### src/rtl/datamem_pkg.sv
// Shared types and sizing for the data-memory arbiter.
package datamem_pkg;

    localparam int DATAMEM_DEPTH  = 128;
    localparam int DATAMEM_ADDR_W = 7;

    typedef enum logic [1:0] {
        IDLE,
        ISSUE,
        WAIT,
        RESP
    } state_e;

    typedef struct packed {
        logic        we;
        logic [31:0] addr;
        logic [31:0] wdata;
        logic        port;
    } mem_req_t;

endpackage

### src/rtl/rr_arb2.sv
// Two-way round-robin arbiter: combinational grant, pointer advances past each grant.
module rr_arb2 (
    input  logic       clk,
    input  logic       reset_n,
    input  logic [1:0] req,
    input  logic       update,
    output logic [1:0] gnt
);

    logic rr_ptr;

    always_comb begin
        gnt = req;
        if (req == 2'b11) gnt = rr_ptr ? 2'b10 : 2'b01;
    end

    // Granting port 0 hands priority to port 1 and vice versa.
    always_ff @(posedge clk or negedge reset_n) begin
        if (!reset_n)    rr_ptr <= 1'b0;
        else if (update) rr_ptr <= gnt[0];
    end

endmodule

### src/rtl/datamem_arbiter.sv
// Two-port arbiter in front of the single-port data memory, one access in flight.
// Optional DATAMEM_ADDR_CHECK_EN adds misaligned/out-of-range address faulting (rsp*_err).
//
// state | meaning
// IDLE  | waiting for a request; grants one via round-robin
// ISSUE | mem_en strobe for the captured access
// WAIT  | counting down memory latency, samples mem_rdata at zero
// RESP  | one-cycle response pulse on the owning port
module datamem_arbiter
    import datamem_pkg::*;
#(
    parameter int DEPTH   = DATAMEM_DEPTH,
    parameter int ADDR_W  = $clog2(DEPTH),
    parameter int MEM_LAT = 1
) (
    input  logic              clk,
    input  logic              reset_n,
    input  logic              req0_valid,
    output logic              req0_ready,
    input  logic              req0_we,
    input  logic [31:0]       req0_addr,
    input  logic [31:0]       req0_wdata,
    input  logic              req1_valid,
    output logic              req1_ready,
    input  logic              req1_we,
    input  logic [31:0]       req1_addr,
    input  logic [31:0]       req1_wdata,
    output logic              rsp0_valid,
    output logic [31:0]       rsp0_rdata,
    output logic              rsp1_valid,
    output logic [31:0]       rsp1_rdata,
`ifdef DATAMEM_ADDR_CHECK_EN
    output logic              rsp0_err,
    output logic              rsp1_err,
`endif
    output logic              mem_en,
    output logic              mem_we,
    output logic [ADDR_W-1:0] mem_addr,
    output logic [31:0]       mem_wdata,
    input  logic [31:0]       mem_rdata
);

    localparam int LAT_W = $clog2(MEM_LAT + 1);

    state_e           state;
    mem_req_t         req_q;
    mem_req_t         req_in;
    logic [LAT_W-1:0] lat_cnt;
    logic [1:0]       valid;
    logic [1:0]       gnt;
    logic             idle;
    logic             accept;
    logic             skip_issue;
    logic             resp_zero;

    assign idle   = (state == IDLE);
    assign valid  = {req1_valid, req0_valid};
    assign accept = idle && (valid != 2'b00);

    // Ready is held low while reset is asserted even though the state reads IDLE.
    assign req0_ready = reset_n && idle && gnt[0];
    assign req1_ready = reset_n && idle && gnt[1];

    rr_arb2 u_arb (
        .clk     (clk),
        .reset_n (reset_n),
        .req     (valid),
        .update  (accept),
        .gnt     (gnt)
    );

    always_comb begin
        req_in.port  = gnt[1];
        req_in.we    = gnt[1] ? req1_we    : req0_we;
        req_in.addr  = gnt[1] ? req1_addr  : req0_addr;
        req_in.wdata = gnt[1] ? req1_wdata : req0_wdata;
    end

    assign mem_we    = mem_en && req_q.we;
    assign mem_addr  = mem_en ? req_q.addr[ADDR_W+1:2] : '0;
    assign mem_wdata = mem_en ? req_q.wdata : '0;

`ifdef DATAMEM_ADDR_CHECK_EN
    logic err_q;
    assign skip_issue = (req_in.addr[1:0] != 2'b00) || (req_in.addr[31:ADDR_W+2] != '0);
    assign resp_zero  = req_q.we || err_q;
`else
    logic unused_addr_bits;
    assign skip_issue       = 1'b0;
    assign resp_zero        = req_q.we;
    assign unused_addr_bits = ^{req_q.addr[31:ADDR_W+2], req_q.addr[1:0]};
`endif

    always_ff @(posedge clk or negedge reset_n) begin
        if (!reset_n) begin
            state      <= IDLE;
            req_q      <= '0;
            lat_cnt    <= '0;
            mem_en     <= 1'b0;
            rsp0_valid <= 1'b0;
            rsp1_valid <= 1'b0;
            rsp0_rdata <= '0;
            rsp1_rdata <= '0;
`ifdef DATAMEM_ADDR_CHECK_EN
            err_q      <= 1'b0;
            rsp0_err   <= 1'b0;
            rsp1_err   <= 1'b0;
`endif
        end else begin
            case (state)
                IDLE: begin
                    if (accept) begin
                        req_q <= req_in;
`ifdef DATAMEM_ADDR_CHECK_EN
                        err_q <= skip_issue;
`endif
                        // A faulting request spends the ISSUE cycle in WAIT so latency matches.
                        if (skip_issue) begin
                            lat_cnt <= LAT_W'(MEM_LAT);
                            state   <= WAIT;
                        end else begin
                            mem_en  <= 1'b1;
                            state   <= ISSUE;
                        end
                    end
                end
                ISSUE: begin
                    mem_en  <= 1'b0;
                    lat_cnt <= LAT_W'(MEM_LAT - 1);
                    state   <= WAIT;
                end
                WAIT: begin
                    if (lat_cnt == '0) begin
                        rsp0_valid <= !req_q.port;
                        rsp1_valid <= req_q.port;
                        rsp0_rdata <= (!req_q.port && !resp_zero) ? mem_rdata : '0;
                        rsp1_rdata <= (req_q.port && !resp_zero) ? mem_rdata : '0;
`ifdef DATAMEM_ADDR_CHECK_EN
                        rsp0_err   <= !req_q.port && err_q;
                        rsp1_err   <= req_q.port && err_q;
`endif
                        state      <= RESP;
                    end else begin
                        lat_cnt <= lat_cnt - 1'b1;
                    end
                end
                RESP: begin
                    rsp0_valid <= 1'b0;
                    rsp1_valid <= 1'b0;
                    rsp0_rdata <= '0;
                    rsp1_rdata <= '0;
`ifdef DATAMEM_ADDR_CHECK_EN
                    rsp0_err   <= 1'b0;
                    rsp1_err   <= 1'b0;
`endif
                    state      <= IDLE;
                end
                default: state <= IDLE;
            endcase
        end
    end

endmodule

### config.mk
export PLATFORM = sky130hd
export DESIGN_NAME = datamem_arbiter
export DESIGN_NICKNAME = d
export VERILOG_FILES = /design/src/rtl/datamem_pkg.sv /design/src/rtl/rr_arb2.sv /design/src/rtl/datamem_arbiter.sv
export SDC_FILE = /design/constraint.sdc
export NUM_CORES = 1
export LEC_CHECK = 0
export BUFFER_PORTS_ARGS = -buffer_cell sky130_fd_sc_hd__buf_2
export CAP_MARGIN = 15
export CORE_UTILIZATION = 40
export CTS_CLUSTER_DIAMETER = 100
export DETAILED_ROUTE_END_ITERATION = 10
export HOLD_SLACK_MARGIN = 0.05
export PLACE_DENSITY = 0.74
export SKIP_CTS_REPAIR_TIMING = 1
export SYNTH_ARGS = -nofsm -noshare
export SYNTH_HDL_FRONTEND = slang
export SYNTH_SLANG_ARGS = --single-unit
### constraint.sdc
create_clock -name clk -period 1.5 [get_ports clk]
set_input_delay 0.075 -clock clk [delete_from_list [all_inputs] [get_ports clk]]
set_output_delay 0.075 -clock clk [all_outputs]
set_load 0.03 [all_outputs]
==> impl_metrics.ini <==
[run_status]
status = finished with violations
violations = setup timing

[detailed_routing]
wire_per_inst_um = 18.0
viasPerCell = 5.54
ant_nets = 0
drc_errors = 0
routed_wl_um = 16900
vias = 5216
drt_pre_antenna_iters = 5
drt_iter0_drc = 433

[synth]
ys_seq_area_frac = 0.565
syn_nets = 626
ys_types = 30
ys_ff_latch = 111
async_flop_share = 1.00
yosys-top-cells-count = dfrtp_1, nor2_1, a31oi_1, nand3_1
syn_avg_cell_area_um2 = 10.8
dominantRegCellSynth = dfrtp_1
ys_warn_count = 0
synth_top_cell_area_share = 0.565
synth_edf_count = 0
yosysTopAreaCell = dfrtp_1
synthTopCellsByArea = dfrtp_1, a22o_1, a22o_2
yosysMostFrequentCell = dfrtp_1
synthCells = 454
synth_area_um2 = 4920

[place]
dp_hpwl_um = 8850
dp_slack_ns = -0.0342
place_area_um2 = 6260
io_buffers = 224
place_congestion = 0.781

[setup_path]
start_kind = flop
rr_worst_depth = 6
crit_required_ns = 1.79
end_kind = flop
critical_path_arrival_ns = 1.93
crit_type = flop to flop
crit_path_max_fanout = 8

[clock_tree]
clock_latency_ns = 0.35
htree_levels = 3
cts-root-buf = clkbuf_16
clockBufferDepth = 2
numCtsBuffers = 9
cts_num_sinks = 111
clkTransAtPathRegs_ns = 0.07
cts_tree = built

[sta]
setup_viol = 57
slew_headroom = 0.658
fin_crit_sh = 1.10
slew_violations = 0
timing.final.ws_setup_ns = -0.143
fin_setup_tns_ns = -6.12
fmax_mhz = 609
min_period_ns = 1.64
rsz0062_at_grt = true
hold_violations = 0
worst_pin_slew_ns = 0.513
skew_ns = 0.00865

[floorplan]
rows = 40
pin_count = 275
initial_core_util = 0.409
die_w_um = 113
core-area_um2 = 12000
dieHeight_um = 113
die_area_um2 = 12700

[hold_path]
holdCritPathClass = primary input to flop
worstHoldPathCells = 3

[grt]
antenna_found_initial = 0
grt_pass1_wl_um = 20800
grt_overflow = 0
grt_max_degree = 91
grt.total_usage = 0.205
grt_pass1_vias = 4252

[final_layout]
nets = 962
nFillCells = 871
antenna_cells = 0
drive_gt1_frac = 0.401
syn_to_final_growth_pct = 61.6
final_util = 0.661
finalInstanceArea_um2 = 7940

[power]
power_w = 0.0175
power.leakage_nw = 3.95
cellPowerDensity_nw_per_um2 = 2200
ir_worst_vdd_uv = 1230

[flow_run]
maxCapViolations = 0
==> per-stage QoR <==
stage          hold WS [ns]  cells
5_1_grt              0.0557    942
6_report             0.0199    942
3_3_place_gp       -0.00300    802
4_1_cts              -0.378    818
3_5_place_dp        0.00425    802
2_1_floorplan        -0.221    454
==> state kept, by name, indices dropped and copies added (netlist names) <==
register	cells
mem_en	1
rsp1_rdata	32
rsp1_valid	1
state	2
rsp0_valid	1
resp_zero	1
rsp0_rdata	32
u_arb.rr_ptr	1
req_q	40
==> power by group <==
| part | switching [W] | internal (W) | total, W | leakage (nW) |
|---|---|---|---|---|
| clock network | 0.00114 | 0.00136 | 0.00250 | 0.151 |
| logic | 0.00607 | 0.00371 | 0.00977 | 2.40 |
| registers | 0.000816 | 0.00439 | 0.00520 | 1.40 |
| total | 0.00802 | 0.00945 | 0.0175 | 3.95 |
==> routing by layer <==
layer	up-vias	global-route usage	routed length, um
li1	2323	-	-
met1	2535	0.262	6810
met2	314	0.345	8150
met3	44	0.0487	1520
met4	0	0.0675	466
met5	-	0	0
==> final cells by class <==
type,instances,area (um2),area share
clock buffer,11,243,0.0306
clock inverter,5,61.3,0.00772
inverter,4,15.0,0.00189
multi-input combinational,296,1970,0.249
sequential,111,2780,0.350
tap,147,184,0.0232
timing repair buffer,368,2690,0.338
==> cells in the final DEF, fill, tap and decap left out, drive strengths merged <==
| master | netlist | layout |
|---|---|---|
| nor4 | 2 | 2 |
| o21ai | 40 | 40 |
| dfrtp | 111 | 111 |
| nor3 | 1 | 1 |
| ha | 6 | 6 |
| and2 | 40 | 40 |
| bufinv | 0 | 1 |
| dlygate4sd3 | 0 | 108 |
| o31ai | 1 | 1 |
| mux2 | 1 | 1 |
| o21a | 1 | 1 |
| buf | 22 | 256 |
| clkinv | 0 | 1 |
| nor3b | 1 | 1 |
| nor2 | 44 | 44 |
| and3 | 1 | 1 |
| nand2b | 2 | 2 |
| mux2i | 1 | 1 |
| nand3 | 41 | 41 |
| inv | 4 | 7 |
| a22o | 63 | 63 |
| o2bb2ai | 1 | 1 |
| a21oi | 5 | 5 |
| nand4b | 1 | 1 |
| a31oi | 41 | 41 |
| nand2 | 2 | 2 |
| clkbuf | 21 | 15 |
| and2b | 1 | 1 |
==> path summary, 6_finish.rpt <==
| kind | from | to | slack (ns) |
|---|---|---|---|
| min in group asynchronous | reset_n | rsp1_rdata[9] | 0.29 |
| max reg2reg | state[1] | rsp0_rdata[16] | -0.14 |
| min reg2reg | rsp0_rdata[6] | rsp0_rdata[6] | 0.50 |
| max | state[1] | rsp0_rdata[16] | -0.14 |
| max in group asynchronous | reset_n | rsp0_rdata[19] | 0.68 |
| min | req0_wdata[8] | req_q[9] | 0.02 |
==> kinds of logic after synthesis <==
logic type / Yosys count / synth area share
mux: 2 / 0.00433
compound gates: 152 / 0.222
fa+ha+maj: 6 / 0.0153
flops: 111 / 0.565
simple gates: 136 / 0.147
buf+inv: 47 / 0.0473
==> worst max-delay path, stage by stage (launching register included) <==
cell	delay [ns]
dfrtp_2	0.43
buf_6	0.14
ha_4	0.17
nor4_4	0.37
buf_6	0.18
clkbuf_16	0.16
a22o_1	0.13
Power figures use the tool's default switching activity.
